[src/rtl/tns_cac_encoder_mc_pkg.sv]
// Shared types and helpers for the multi-group TNS crosstalk-avoidance encoder:
// radix, symbol type, FSM states, and the per-group symbol encode/decode rules.
package tns_pkg;

    localparam int unsigned RADIX = 7;
    localparam int unsigned SYM_W = 3;

    typedef logic [SYM_W-1:0] tns_sym_t;

    typedef enum logic [1:0] {
        IDLE,
        CONV,
        LAUNCH
    } tns_state_e;

    // 7**n, usable both in constant context and for unrolled datapath weights
    function automatic logic [31:0] pow7(input int unsigned n);
        logic [31:0] r;
        r = 32'd1;
        for (int unsigned i = 0; i < n; i++) begin
            r = r * 32'(RADIX);
        end
        return r;
    endfunction

    // Skip 3'b100 when the group's previous MSB was 0, skip 3'b011 when it was 1
    function automatic tns_sym_t tns_enc(input tns_sym_t s, input logic p);
        tns_sym_t lim;
        lim = p ? 3'd3 : 3'd4;
        return (s < lim) ? s : s + 3'd1;
    endfunction

    function automatic tns_sym_t tns_dec(input tns_sym_t t, input logic p);
        tns_sym_t thr;
        thr = p ? 3'd2 : 3'd3;
        return (t > thr) ? t - 3'd1 : t;
    endfunction

endpackage

[src/rtl/tns_cac_encoder_mc_if.sv]
// Input word handshake and TSV output bundle of the TNS encoder.
interface tns_cac_encoder_mc_if #(
    parameter int unsigned NGRP = 4,
    parameter int unsigned DW   = 12
);
    logic [DW-1:0]     datain;
    logic              din_valid;
    logic              din_ready;
    logic [3*NGRP-1:0] tsv;
    logic              tsv_valid;
    logic              range_err;
    logic              chk_err;

    modport master (
        output datain, din_valid,
        input  din_ready, tsv, tsv_valid, range_err, chk_err
    );

    modport slave (
        input  datain, din_valid,
        output din_ready, tsv, tsv_valid, range_err, chk_err
    );
endinterface

[src/rtl/tns_cac_encoder_mc_sym_map.sv]
// Combinational map of one 3-TSV group: base-7 digit plus previous MSB -> TSV symbol.
module tns_sym_map
    import tns_pkg::*;
(
    input  tns_sym_t s,
    input  logic     p,
    output tns_sym_t t_c
);
    assign t_c = tns_enc(s, p);
endmodule

[src/rtl/tns_cac_encoder_mc.sv]
// Multi-group TNS encoder: sequential base-7 digit split, then all groups launched on one edge.
// Optional self-checking decoder enabled by macro TNS_SELFCHK_EN.
module tns_cac_encoder_mc
    import tns_pkg::*;
#(
    parameter int unsigned NGRP = 4,
    parameter int unsigned DW   = 12
) (
    input  logic                 clock,
    input  logic                 reset,
    tns_cac_encoder_mc_if.slave  bus
);

    localparam int unsigned TW = 3 * NGRP;
    localparam int unsigned LW = DW + 3;
    localparam int unsigned KW = $clog2(NGRP + 1);
    localparam logic [LW-1:0] LIMIT  = LW'(pow7(NGRP));
    localparam logic [KW-1:0] K_LAST = KW'(NGRP - 1);

    tns_state_e             state_q, state_d;
    logic [DW-1:0]          rem_q, rem_d;
    logic [KW-1:0]          k_q, k_d;
    tns_sym_t [NGRP-1:0]    dig_q, dig_d;
    logic [TW-1:0]          tsv_q, tsv_d;
    logic                   tsv_valid_q, tsv_valid_d;
    logic                   range_err_q, range_err_d;
    logic                   din_ready_q, din_ready_d;
    tns_sym_t [NGRP-1:0]    sym_c;

    for (genvar gi = 0; gi < NGRP; gi++) begin : g_map
        tns_sym_map u_map (
            .s   (dig_q[gi]),
            .p   (tsv_q[3*gi+2]),
            .t_c (sym_c[gi])
        );
    end

    // Next-state and datapath
    always_comb begin
        state_d     = state_q;
        rem_d       = rem_q;
        k_d         = k_q;
        dig_d       = dig_q;
        tsv_d       = tsv_q;
        tsv_valid_d = 1'b0;
        range_err_d = 1'b0;

        unique case (state_q)
            IDLE: begin
                if (bus.din_valid) begin
                    if ({3'b000, bus.datain} >= LIMIT) begin
                        range_err_d = 1'b1;
                    end else begin
                        rem_d   = bus.datain;
                        k_d     = '0;
                        state_d = CONV;
                    end
                end
            end
            CONV: begin
                for (int unsigned g = 0; g < NGRP; g++) begin
                    if (k_q == KW'(g)) begin
                        dig_d[g] = SYM_W'(rem_q % DW'(RADIX));
                    end
                end
                rem_d = rem_q / DW'(RADIX);
                k_d   = k_q + KW'(1);
                if (k_q == K_LAST) begin
                    state_d = LAUNCH;
                end
            end
            LAUNCH: begin
                for (int unsigned g = 0; g < NGRP; g++) begin
                    tsv_d[3*g +: 3] = sym_c[g];
                end
                tsv_valid_d = 1'b1;
                state_d     = IDLE;
            end
            default: state_d = IDLE;
        endcase

        din_ready_d = (state_d == IDLE);
    end

    always_ff @(posedge clock) begin
        if (reset) begin
            state_q     <= IDLE;
            rem_q       <= '0;
            k_q         <= '0;
            dig_q       <= '0;
            tsv_q       <= '0;
            tsv_valid_q <= 1'b0;
            range_err_q <= 1'b0;
            din_ready_q <= 1'b1;
        end else begin
            state_q     <= state_d;
            rem_q       <= rem_d;
            k_q         <= k_d;
            dig_q       <= dig_d;
            tsv_q       <= tsv_d;
            tsv_valid_q <= tsv_valid_d;
            range_err_q <= range_err_d;
            din_ready_q <= din_ready_d;
        end
    end

    assign bus.tsv       = tsv_q;
    assign bus.tsv_valid = tsv_valid_q;
    assign bus.range_err = range_err_q;
    assign bus.din_ready = din_ready_q;

`ifdef TNS_SELFCHK_EN
    logic [DW-1:0]   word_q, word_d;
    logic [NGRP-1:0] prev_p_q, prev_p_d;
    logic            chk_err_q, chk_err_d;
    logic [LW-1:0]   rebuilt_c;
    logic            bad_sym_c;

    // Decode the launched codeword against the MSBs it was encoded from
    always_comb begin
        word_d   = word_q;
        prev_p_d = prev_p_q;
        if (state_q == IDLE && bus.din_valid) begin
            word_d = bus.datain;
        end
        if (state_q == LAUNCH) begin
            for (int unsigned g = 0; g < NGRP; g++) begin
                prev_p_d[g] = tsv_q[3*g+2];
            end
        end

        rebuilt_c = '0;
        bad_sym_c = 1'b0;
        for (int unsigned g = 0; g < NGRP; g++) begin
            rebuilt_c = rebuilt_c
                      + LW'(tns_dec(tsv_q[3*g +: 3], prev_p_q[g])) * LW'(pow7(g));
            if (prev_p_q[g] ? (tsv_q[3*g +: 3] == 3'b011)
                            : (tsv_q[3*g +: 3] == 3'b100)) begin
                bad_sym_c = 1'b1;
            end
        end

        chk_err_d = chk_err_q;
        if (tsv_valid_q && (bad_sym_c || rebuilt_c != {3'b000, word_q})) begin
            chk_err_d = 1'b1;
        end
    end

    always_ff @(posedge clock) begin
        if (reset) begin
            word_q    <= '0;
            prev_p_q  <= '0;
            chk_err_q <= 1'b0;
        end else begin
            word_q    <= word_d;
            prev_p_q  <= prev_p_d;
            chk_err_q <= chk_err_d;
        end
    end

    assign bus.chk_err = chk_err_q;
`else
    assign bus.chk_err = 1'b0;
`endif

endmodule

[src/flat_wrapper.sv]
// flat-port wrapper written by rule: the top's interface ports become plain ports
module tns_cac_encoder_mc_flat import tns_pkg::*;
#(
    parameter int unsigned NGRP = 4,
    parameter int unsigned DW   = 12
)
  (clock, reset, bus_datain, bus_din_valid, bus_din_ready, bus_tsv, bus_tsv_valid, bus_range_err, bus_chk_err);
  tns_cac_encoder_mc_if #(.NGRP(NGRP), .DW(DW)) bus_i ();
  input  logic clock;
  input  logic reset;
  input wire logic [$bits(bus_i.datain)-1:0] bus_datain;
  input wire logic [$bits(bus_i.din_valid)-1:0] bus_din_valid;
  output wire logic [$bits(bus_i.din_ready)-1:0] bus_din_ready;
  output wire logic [$bits(bus_i.tsv)-1:0] bus_tsv;
  output wire logic [$bits(bus_i.tsv_valid)-1:0] bus_tsv_valid;
  output wire logic [$bits(bus_i.range_err)-1:0] bus_range_err;
  output wire logic [$bits(bus_i.chk_err)-1:0] bus_chk_err;
  assign bus_i.datain = bus_datain;
  assign bus_i.din_valid = bus_din_valid;
  assign bus_din_ready = bus_i.din_ready;
  assign bus_tsv = bus_i.tsv;
  assign bus_tsv_valid = bus_i.tsv_valid;
  assign bus_range_err = bus_i.range_err;
  assign bus_chk_err = bus_i.chk_err;
  tns_cac_encoder_mc #(.NGRP(NGRP), .DW(DW)) u_core (.clock(clock), .reset(reset), .bus(bus_i));
endmodule
[config.mk]
export PLATFORM = sky130hd
export DESIGN_NAME = tns_cac_encoder_mc_flat
export DESIGN_NICKNAME = d
export VERILOG_FILES = /design/src/rtl/tns_cac_encoder_mc_pkg.sv /design/src/rtl/tns_cac_encoder_mc_if.sv /design/src/rtl/tns_cac_encoder_mc_sym_map.sv /design/src/rtl/tns_cac_encoder_mc.sv /design/src/flat_wrapper.sv
export SDC_FILE = /design/constraint.sdc
export NUM_CORES = 1
export LEC_CHECK = 0
export BUFFER_PORTS_ARGS = -buffer_cell sky130_fd_sc_hd__buf_2
export CORE_AREA = 2 2 102 104
export CTS_CLUSTER_DIAMETER = 40
export DETAILED_ROUTE_END_ITERATION = 10
export DIE_AREA = 0 0 104 106
export PLACE_DENSITY = 0.67
export SETUP_SLACK_MARGIN = 0.02
export SLEW_MARGIN = 20
export SYNTH_ARGS = -nofsm -noshare
export SYNTH_HDL_FRONTEND = slang
export SYNTH_HIERARCHICAL = 1
export SYNTH_SLANG_ARGS = --single-unit
[constraint.sdc]
create_clock -name clock -period 4.7 [get_ports clock]
set_input_delay 0.94 -clock clock [delete_from_list [all_inputs] [get_ports clock]]
set_output_delay 0.94 -clock clock [all_outputs]
set_load 0.05 [all_outputs]
Yosys cells after proc, flatten, opt, wreduce, memory -nomap -nowiden --
Cells that the tools add are included.
Word-level totals: logic and storage cells 62, output and inout bits 16, input bits 15, flip-flop bits (word level) 44
Cells by class: add/subtract/negate cells 5, bitwise logic cells 2, multiplexer cells 20, divide/modulo/power cells 2, magnitude comparators 5, equality and inequality tests 7, reductions and logical operators 10
Operator list (count):
- 3-bit two-way mux | 10
- 12-bit two-way mux | 2
- 12-bit one-hot mux with 2 select lines | 1
- 3-bit by 1-bit adder with 3-bit output, second input constant | 5
- 12-bit by 3-bit divider with 12-bit output, second input constant | 1
- 12-bit greater-or-equal comparator, second input constant | 1
- 3-bit < comparator | 4
- 12-bit by 3-bit modulo with 12-bit output, second input constant | 1
- 2-bit AND reduction | 4
- 3-bit by 2-bit equality test with 1-bit output, second input constant | 2
- 2-bit two-way mux | 3
- 3-bit one-hot mux with 2 select lines | 1
- 2-bit zero test | 2
- 2-bit inequality test, second input constant | 2
- 2-bit one-hot mux with 2 select lines | 1
- 3-bit by 1-bit equality test with 1-bit output, second input constant | 1
- 3-bit zero test | 1
- 3-bit AND reduction | 1
- 3-bit OR reduction | 1
- 2-bit by 1-bit equality test with 1-bit output, second input constant | 1
- 2-bit equality test, second input constant | 1
- 1-bit two-way mux | 2
- 1-bit NOT | 2
- 2-bit nonzero test | 1

Longest topological paths before layout --
Gate-level depths: netlist of the first run.
depth in word-level cells 5, gate-level depth with buffers 22

Cells and area by module --
The synthesis of the first run kept the hierarchy.
Modules (own cells, without submodules):
- tns_cac_encoder_mc | sequential area each 880.8 sq um, cells an instance 433, times used 1, area an instance 3393.3 sq um
- tns_sym_map | sequential area each 0.0 sq um, cells an instance 18, times used 4, area an instance 128.9 sq um

Worst setup path after synthesis of the first run --
Ideal clock, no wire load.
path type reg2reg, start reg u_core.rem_q[6], end reg u_core/dig_q[0] in the netlist's numbering, stages on the path, launching flop included 20, required time 4.563 ns, slack 0.517 ns, buffers on the path 2, data arrival time 4.046 ns, setup time 0.137 ns, period minus slack after synthesis 4.183 ns, cells stage by stage dfxtp_1 -> buf_6 -> or2_4 -> a32o_1 -> or3_1 -> and3_4 -> nor2_2 -> mux2i_4 -> a21oi_1 -> a221oi_2 -> inv_2 -> ha_1 -> a31oi_1 -> mux2_2 -> inv_1 -> ha_1 -> o2111a_2 -> or2_1 -> buf_6 -> o311ai_2
Between the ends: cells in the longest elaborated chain, start to end 1
Ends and longest elaborated chain:
- from (decl) | line tns_cac_encoder_mc.sv:21 | logic [DW-1:0] rem_q, rem_d;
- from (signal assigned) | line tns_cac_encoder_mc.sv:97 | rem_q <= rem_d;
- 12-bit by 3-bit modulo with 12-bit output | line tns_cac_encoder_mc.sv:63 | dig_d[g] = SYM_W'(rem_q % DW'(RADIX));
- to (signal assigned) | line tns_cac_encoder_mc.sv:99 | dig_q <= dig_d;
- to (decl) | line tns_cac_encoder_mc.sv:23 | tns_sym_t [NGRP-1:0] dig_q, dig_d;
Every way passes these cells. A chain may end at the register's enable or synchronous reset.

Final worst setup path of the first run --
start reg u_core.rem_q[8], end reg u_core.rem_q[0]
Between the ends: cells in the longest elaborated chain, start to end 2
Ends and longest elaborated chain:
- 12-bit by 3-bit divider with 12-bit output | line tns_cac_encoder_mc.sv:66 | rem_d = rem_q / DW'(RADIX);
- 12-bit one-hot mux with 2 select lines | line tns_cac_encoder_mc.sv:48 | unique case (state_q)
Every way passes these cells.

==> impl_metrics.json, run 1 <==
{
  "dieArea_mm2": 0.0110,
  "cp.arrival_ns": 4.64,
  "clock_latency_ns": 0.30,
  "p_leak_uw": 0.00163,
  "power.switching_fraction_pct": 36.4,
  "overflow": 0,
  "place.gp.congestion": 0.904,
  "ys_warn_count": 6,
  "antenna_found_initial": 0,
  "ys.flop_type": "dfxtp_1",
  "dr.pass1.iters": 5,
  "synthTopCellsByArea": "dfxtp_1, ha_1, nand2_1",
  "synth_area_leader_cell": "dfxtp_1",
  "clkPwrFrac_pct": 24.5,
  "clockRootBuffer": "clkbuf_8",
  "period_share_pct": 94.0,
  "grt_start_max_net_pins": 53,
  "setup_violations": 0,
  "min_path_type": "flop to flop",
  "vias": 3749,
  "rr_endpoint": "u_core/rem_q[0]$_SDFFE_PP0P_",
  "worst_path_max_delay_cell": "mux2_2",
  "maxSlewViolCount": 0,
  "synth_edf_count": 0,
  "startpoint_type": "flop",
  "max-cap-violations": 0,
  "slew_headroom_pct": 42.2,
  "wl_mm": 9.49,
  "cts.htree.levels": 2,
  "synth_area_mm2": 0.00391,
  "critPathMaxStageDelay_ns": 0.41,
  "intPower_uw": 632,
  "instances_no_fill": 665,
  "synth_fa_ha_area_share_pct": 6.34,
  "p_sw_uw": 363,
  "dp_hpwl_mm": 7.12,
  "min_to": "u_core/bus.tsv[10]$_SDFFE_PP0P_",
  "tritoncts": "built",
  "power_frac_comb_pct": 33.3,
  "syn-num-nets": 539,
  "hold_ws_ns": 0.453,
  "dp_cells": 657,
  "pwr-share-seq_pct": 42.3,
  "cts-buffers-inserted": 5,
  "endpoint_kind": "flop",
  "cp_cell_sequence": "buf_4 > or2_1 > a21o_1 > a221o_1 > a32oi_2 > o21ai_2 > mux2i_4 > buf_4 > a221oi_2 > inv_2 > ha_1 > a31oi_1 > mux2_2 > inv_1 > ha_1 > o2111a_2 > buf_4 > o21ai_0 > a21oi_1",
  "nets": 562,
  "required_ns": 4.92,
  "tns_ns": 0,
  "netlist-cell-type-count": 89,
  "start_util_pct": 39.1,
  "path_max_fanout": 12,
  "viasPerCell": 5.64,
  "clkTransAtPathRegs_ns": 0.09,
  "initialDrtViolationCount": 150,
  "syn_to_final_growth_pct": 9.73,
  "synth_xor_area_share_pct": 2.02,
  "drive_above_1_share_pct": 19.1,
  "postSynthCellCount": 505,
  "ff2ff_path_depth": 19,
  "synthMuxAreaShare_pct": 4.87,
  "die_h_um": 106,
  "core_region_area_mm2": 0.0100,
  "hold_violations": 0,
  "drc": 0,
  "synth_compound_area_share_pct": 29.9,
  "r2r_slack_ns": 0.28,
  "ys_async_sr_fraction_pct": 0,
  "whs_path_depth": 2,
  "fillers": 1062,
  "finish.utilization_pct": 42.9,
  "crit_family": "compound AO/OA/AOI/OAI gates",
  "max_freq_mhz": 226,
  "worst_slew_pin_slew_ns": 0.867,
  "synth_top_family_by_area": "compound AO/OA/AOI/OAI gates",
  "diodes": 0,
  "synth_seq_area_share_pct": 22.5,
  "ios": 31,
  "cts_sinks": 44,
  "rsz0062_at_grt": "no",
  "path_buf_inv": 5,
  "netlist.area_leader.share_pct": 22.5,
  "routedWlPerCell_um": 14.3,
  "fp-row-count": 37,
  "cts_max_path_buffers": 2,
  "postRouteAntennaNets": 0,
  "finalCriticalPeriod_ns": 4.42,
  "cp_common_cell": "buf_4",
  "hold_buffers": 0,
  "grt_pass1_vias": 3505,
  "io_buffer_count": 29,
  "hp-start": "u_core/bus.tsv[10]$_SDFFE_PP0P_",
  "power.density_mw_per_mm2": 232,
  "avgSynthCellArea_um2": 7.74,
  "grt_use_total_pct": 17.2,
  "crit_type": "flop to flop",
  "ys_ff_latch": 44,
  "r2r-start": "u_core/rem_q[8]$_SDFFE_PP0P_",
  "vdd_drop_max_mv": 0.114,
  "skew_ns": 0.0102,
  "outcome": "finished, final reports clean",
  "die_x_um": 104,
  "grt_pass1_wl_mm": 16.2,
  "synth-simple-area-share_pct": 26.4
}
-- layout make-up --
class | count | area (µm²) | share of cell area [%]
inverters | 24 | 90.1 | 2.10
clock inverters | 3 | 23.8 | 0.554
multi-input cells | 400 | 2720 | 63.5
flip-flops and latches | 44 | 887 | 20.7
clock buffers | 5 | 68.8 | 1.60
repair buffers | 53 | 325 | 7.58
well taps | 136 | 170 | 3.97
-- metal layers --
layer / GRT usage, % / wire, µm / vias to the layer above
met5: 0 / 0 / -
met4: 4.05 / 103 / 0
li1: - / - / 1887
met3: 1.59 / 334 / 11
met2: 28.8 / 4410 / 76
met1: 24.1 / 4640 / 1775
-- what timing repair did --
item,CTS,global route
gates resized for setup,1,5
setup endpoints to repair,1,13
pin swaps,0,1
setup buffers,0,0
-- power by group through the flow --
stage	Sequential [µW]	Combinational, µW	Clock [µW]
2_1_floorplan	409	277	0
3_3_place_gp	427	316	0
3_5_place_dp	428	324	0
4_1_cts	420	325	253
5_1_grt	425	365	271
6_report	421	331	244
-- cells in the mapped netlist, types with 3 or more instances --
library cell / n
nand2_1: 54
nor2_1: 47
dfxtp_1: 44
a21oi_1: 33
o21ai_0: 24
inv_1: 23
ha_1: 19
clkbuf_1: 15
nand2b_1: 15
nor3_1: 14
o211ai_1: 13
nand3_1: 12
buf_4: 11
nand3b_1: 11
nor2b_1: 10
and2_1: 8
a21o_1: 7
or3_1: 7
o21a_1: 6
a211oi_1: 5
buf_2: 5
xnor2_1: 5
a221oi_1: 4
a22oi_1: 4
a311oi_1: 4
a31oi_1: 4
buf_6: 4
mux2_2: 4
mux2_4: 4
mux2i_1: 4
o311ai_2: 4
xor2_1: 4
a21boi_0: 3
o21ai_1: 3
o22ai_1: 3
or2_1: 3
-- stage by stage --
step                      power [µW]  cell area [µm²]  worst slack, ns
after floorplan                  687             3910            0.517
after global placement           743             4190            0.225
after detailed placement         752             4190           0.0297
after CTS                        997             4280           0.0215
after global routing            1060             4290           0.0222
final                            995             4290            0.284
-- layout by cell type (no fill, tap or decap), drive strengths merged, types with 7 or more instances in the layout --
cell | netlist | final
a21o | 7 | 7
a21oi | 33 | 33
and2 | 8 | 8
buf | 22 | 53
dfxtp | 44 | 44
ha | 19 | 19
inv | 24 | 24
mux2 | 8 | 8
nand2 | 54 | 54
nand2b | 15 | 15
nand3 | 12 | 12
nand3b | 12 | 12
nor2 | 48 | 48
nor2b | 10 | 10
nor3 | 15 | 15
o211ai | 13 | 13
o21ai | 28 | 28
o311ai | 7 | 7
or3 | 7 | 7
-- cell families after synthesis --
logic type      count (synthesis)
buf+inv                        61
compound gates                155
xor+xnor                        9
fa+ha+maj                      20
mux                            14
flops                          44
simple gates                  201
other cells                     1
-- registers in the layout (all words and copies together) (netlist names) --
signal and flops:
u_core/bus.din_ready 1, u_core/bus.range_err 1, u_core/rem_q 12, u_core/bus.tsv_valid 1, u_core/k_q 3, u_core/bus.tsv 12
u_core/dig_q 12, u_core/state_q 2
-- worst register-to-register path, stage by stage (launching register included) --
cell	delay, ns
dfxtp_1	0.38
buf_4	0.21
or2_1	0.31
a21o_1	0.22
a221o_1	0.33
a32oi_2	0.32
o21ai_2	0.12
mux2i_4	0.21
buf_4	0.19
a221oi_2	0.30
inv_2	0.07
ha_1	0.19
a31oi_1	0.20
mux2_2	0.41
inv_1	0.07
ha_1	0.19
o2111a_2	0.21
buf_4	0.15
o21ai_0	0.09
a21oi_1	0.16
-- worst max path at each step --
| stage | slack [ns] | endpoint | depth (start not counted) | startpoint |
|---|---|---|---|---|
| 6_report | 0.28 | u_core/rem_q[0]$_SDFFE_PP0P_ | 19 | u_core/rem_q[8]$_SDFFE_PP0P_ |
| 5_1_grt | 0.02 | u_core/rem_q[0]$_SDFFE_PP0P_ | 18 | u_core/rem_q[9]$_SDFFE_PP0P_ |
| 4_1_cts | 0.02 | u_core/dig_q[7]$_SDFFE_PP0P_ | 17 | u_core/rem_q[9]$_SDFFE_PP0P_ |
| 3_5_place_dp | 0.03 | u_core/dig_q[4]$_SDFFE_PP0P_ | 17 | u_core/rem_q[6]$_SDFFE_PP0P_ |
| 3_3_place_gp | 0.22 | u_core/dig_q[1]$_SDFFE_PP0P_ | 17 | u_core/rem_q[7]$_SDFFE_PP0P_ |
| 2_1_floorplan | 0.52 | u_core/dig_q[0]$_SDFFE_PP0P_ | 19 | u_core/rem_q[6]$_SDFFE_PP0P_ |
Power figures use the tool's default switching activity.
==> run 2, diff against run 1 <==
Settings changed: CORE_AREA 2 2 102 104 to 2 2 95 97, DIE_AREA 0 0 104 106 to 0 0 97 99, HOLD_SLACK_MARGIN set to 0.06, SYNTH_HIERARCHICAL 1 to unset.
==> run 2 against run 1 <==
Sequential power is essentially flat. Routed wire length shrank 13%. Die area shrank 13%. Register-to-register slack lost 0.07 ns. Cell count shrank 17%. First-iteration DRC count grew 40%. Worst setup slack lost 0.069 ns. Core utilization grew 1.0 points. Combinational power grew 31%. Power grew 8.3%.
==> impl_metrics.json, run 2 <==
{
  "overflow": 0,
  "start_util_pct": 39.0,
  "grt_start_max_net_pins": 53,
  "hold_ws_ns": 0.452,
  "drive_above_1_share_pct": 20.7,
  "tritoncts": "built",
  "io_buffer_count": 29,
  "cts.htree.levels": 2,
  "dr.pass1.iters": 5,
  "avgSynthCellArea_um2": 8.01,
  "nets": 478,
  "die_x_um": 97,
  "synth_area_mm2": 0.00333,
  "final_cell_area_mm2": 0.00376,
  "maxSlewViolCount": 0,
  "cts_max_path_buffers": 2,
  "synth_seq_area_share_pct": 26.4,
  "finalCriticalPeriod_ns": 4.49,
  "grt_use_total_pct": 17.2,
  "dieArea_mm2": 0.00960,
  "setup_violations": 0,
  "antenna_found_initial": 0,
  "initialDrtViolationCount": 210,
  "power.total_uw": 1080,
  "ys_async_sr_fraction_pct": 0,
  "hold_violations": 0,
  "synthMuxAreaShare_pct": 2.78,
  "postPlaceCellArea_mm2": 0.00359,
  "skew_ns": 0.0102,
  "grt_pass1_wl_mm": 14.1,
  "tns_ns": 0,
  "worst_slew_pin_slew_ns": 0.894,
  "layout_commonest_cell": "nor2_1",
  "yosysMostFrequentCell": "dfxtp_1",
  "die_h_um": 99,
  "synth_top_family_by_area": "compound AO/OA/AOI/OAI gates",
  "diodes": 0,
  "slew_headroom_pct": 40.4,
  "viasPerCell": 5.69,
  "max-cap-violations": 0,
  "layout_common_cells": "nor2_1, nand2_1, dfxtp_1",
  "ys_ff_latch": 44,
  "path_max_fanout": 8,
  "period_share_pct": 95.4,
  "postSynthCellCount": 416,
  "ys_warn_count": 0,
  "cts-buffers-inserted": 5,
  "cts_sinks": 44,
  "clock_latency_ns": 0.30,
  "grt_pass1_vias": 3060,
  "fp-row-count": 34,
  "core_region_area_mm2": 0.00855,
  "synth_edf_count": 0,
  "synth_fa_ha_area_share_pct": 7.48,
  "ys.flop_type": "dfxtp_1",
  "vias": 3143,
  "drc": 0,
  "synth_area_leader_cell": "dfxtp_1",
  "power.density_mw_per_mm2": 287,
  "netlist-cell-type-count": 77,
  "clockRootBuffer": "clkbuf_8",
  "postRouteAntennaNets": 0,
  "max_freq_mhz": 223,
  "hold_buffers": 0,
  "ios": 31,
  "min_path_type": "flop to flop",
  "crit_type": "flop to flop",
  "setup_slack_ns": 0.215,
  "routedWlPerCell_um": 15.0,
  "synth-simple-area-share_pct": 25.3,
  "required_ns": 4.89,
  "pre_cts_ws_ns": 0.0760,
  "netlist.area_leader.share_pct": 26.4,
  "synthTopCellsByCount": "dfxtp_1, nor2_1, nand2_1",
  "synthTopCellsByArea": "dfxtp_1, ha_1, nor2_1",
  "p_leak_uw": 0.00154,
  "endpoint_kind": "flop",
  "startpoint_type": "flop",
  "synth_compound_area_share_pct": 27.8,
  "vdd_drop_max_mv": 0.103,
  "synth_xor_area_share_pct": 2.89,
  "dp_hpwl_mm": 5.98,
  "outcome": "finished, final reports clean",
  "wl_mm": 8.26,
  "cp.arrival_ns": 4.68,
  "clkTransAtPathRegs_ns": 0.09,
  "place.gp.congestion": 0.857,
  "syn-num-nets": 450,
  "syn_to_final_growth_pct": 12.8
}
-- run 2: cell count changes after synthesis, moves of 5 or more --
| cell | delta |
|---|---|
| o211ai_1 | -10 |
| o311ai_1 | +6 |
| nand2b_1 | -5 |
| or3_1 | -6 |
| a21oi_1 | -15 |
| o21ai_0 | -7 |
| xor2_1 | +6 |
| nor2_1 | -6 |
| nor2b_1 | -6 |
| nand2_1 | -14 |
| a211oi_1 | +7 |
-- run 2: logic make-up after synthesis --
family / count (synthesis)
AND/OR/NAND/NOR: 157
AO/OA/AOI/OAI: 121
buffers and inverters: 53
flip-flops: 44
adder cells (fa/ha/maj): 20
XOR/XNOR: 11
multiplexers: 9
other: 1
-- run 2: worst paths after layout --
| check | start | endpoint | slack (ns) | cells past startpoint |
|---|---|---|---|---|
| hold reg to reg | u_core.bus.tsv[0]$_SDFFE_PP0P_ | u_core.bus.tsv[0]$_SDFFE_PP0P_ | 0.45 | 2 |
| setup reg to reg | u_core.rem_q[10]$_SDFFE_PP0P_ | u_core.dig_q[9]$_SDFFE_PP0P_ | 0.21 | 20 |
| setup / recovery | u_core.rem_q[10]$_SDFFE_PP0P_ | u_core.dig_q[9]$_SDFFE_PP0P_ | 0.21 | 20 |
| hold / removal | u_core.bus.tsv[0]$_SDFFE_PP0P_ | u_core.bus.tsv[0]$_SDFFE_PP0P_ | 0.45 | 2 |
-- run 2: area by class of cell --
class | instances | area, µm²
Clock buffer | 6 | 72.6
Multi-Input combinational cell | 319 | 2250
Inverter | 21 | 78.8
Tap cell | 108 | 135
Fill cell | 859 | 4790
Timing Repair Buffer | 53 | 325
Sequential cell | 44 | 892
Clock inverter | 1 | 5.00
-- run 2: stage by stage --
stage                     std cells  utilization (%)
after floorplan                 416                -
after global placement          540             42.0
after detailed placement        540             42.0
after CTS                       547             42.9
after global routing            552             43.9
final                           552             43.9
-- run 2: worst max-delay path: stages, from the launching register on --
cell      delay, ns
dfxtp_2        0.35
buf_4          0.16
and2_1         0.20
o221a_4        0.29
or4_4          0.51
mux2_2         0.28
o22a_2         0.26
a31oi_1        0.18
o211ai_1       0.14
ha_2           0.22
inv_1          0.10
a31oi_4        0.05
a311o_1        0.35
a21o_1         0.20
inv_1          0.05
ha_1           0.16
inv_2          0.06
a211oi_4       0.33
buf_4          0.18
nor4_1         0.04
a211o_1        0.27
-- run 2: layer usage --
| metal | vias to the layer above | track usage, % | wire (µm) |
|---|---|---|---|
| met3 | 12 | 2.70 | 338 |
| met4 | 0 | 5.63 | 113 |
| met5 | - | 0 | 0 |
| li1 | 1583 | - | - |
| met2 | 69 | 28.3 | 3940 |
| met1 | 1479 | 23.1 | 3870 |
-- run 2: where the power goes --
| part | total [µW] | internal (µW) | switching [µW] | leakage [µW] |
|---|---|---|---|---|
| clock | 227 | 101 | 126 | 0.0000410 |
| combinational | 433 | 181 | 252 | 0.00114 |
| sequential | 418 | 390 | 28.2 | 0.000360 |
| total | 1080 | 672 | 406 | 0.00154 |
-- run 2: repair_timing --
action,CTS,global route
setup buffers,0,5
endpoints found under the setup margin,0,9
resized for setup,0,16
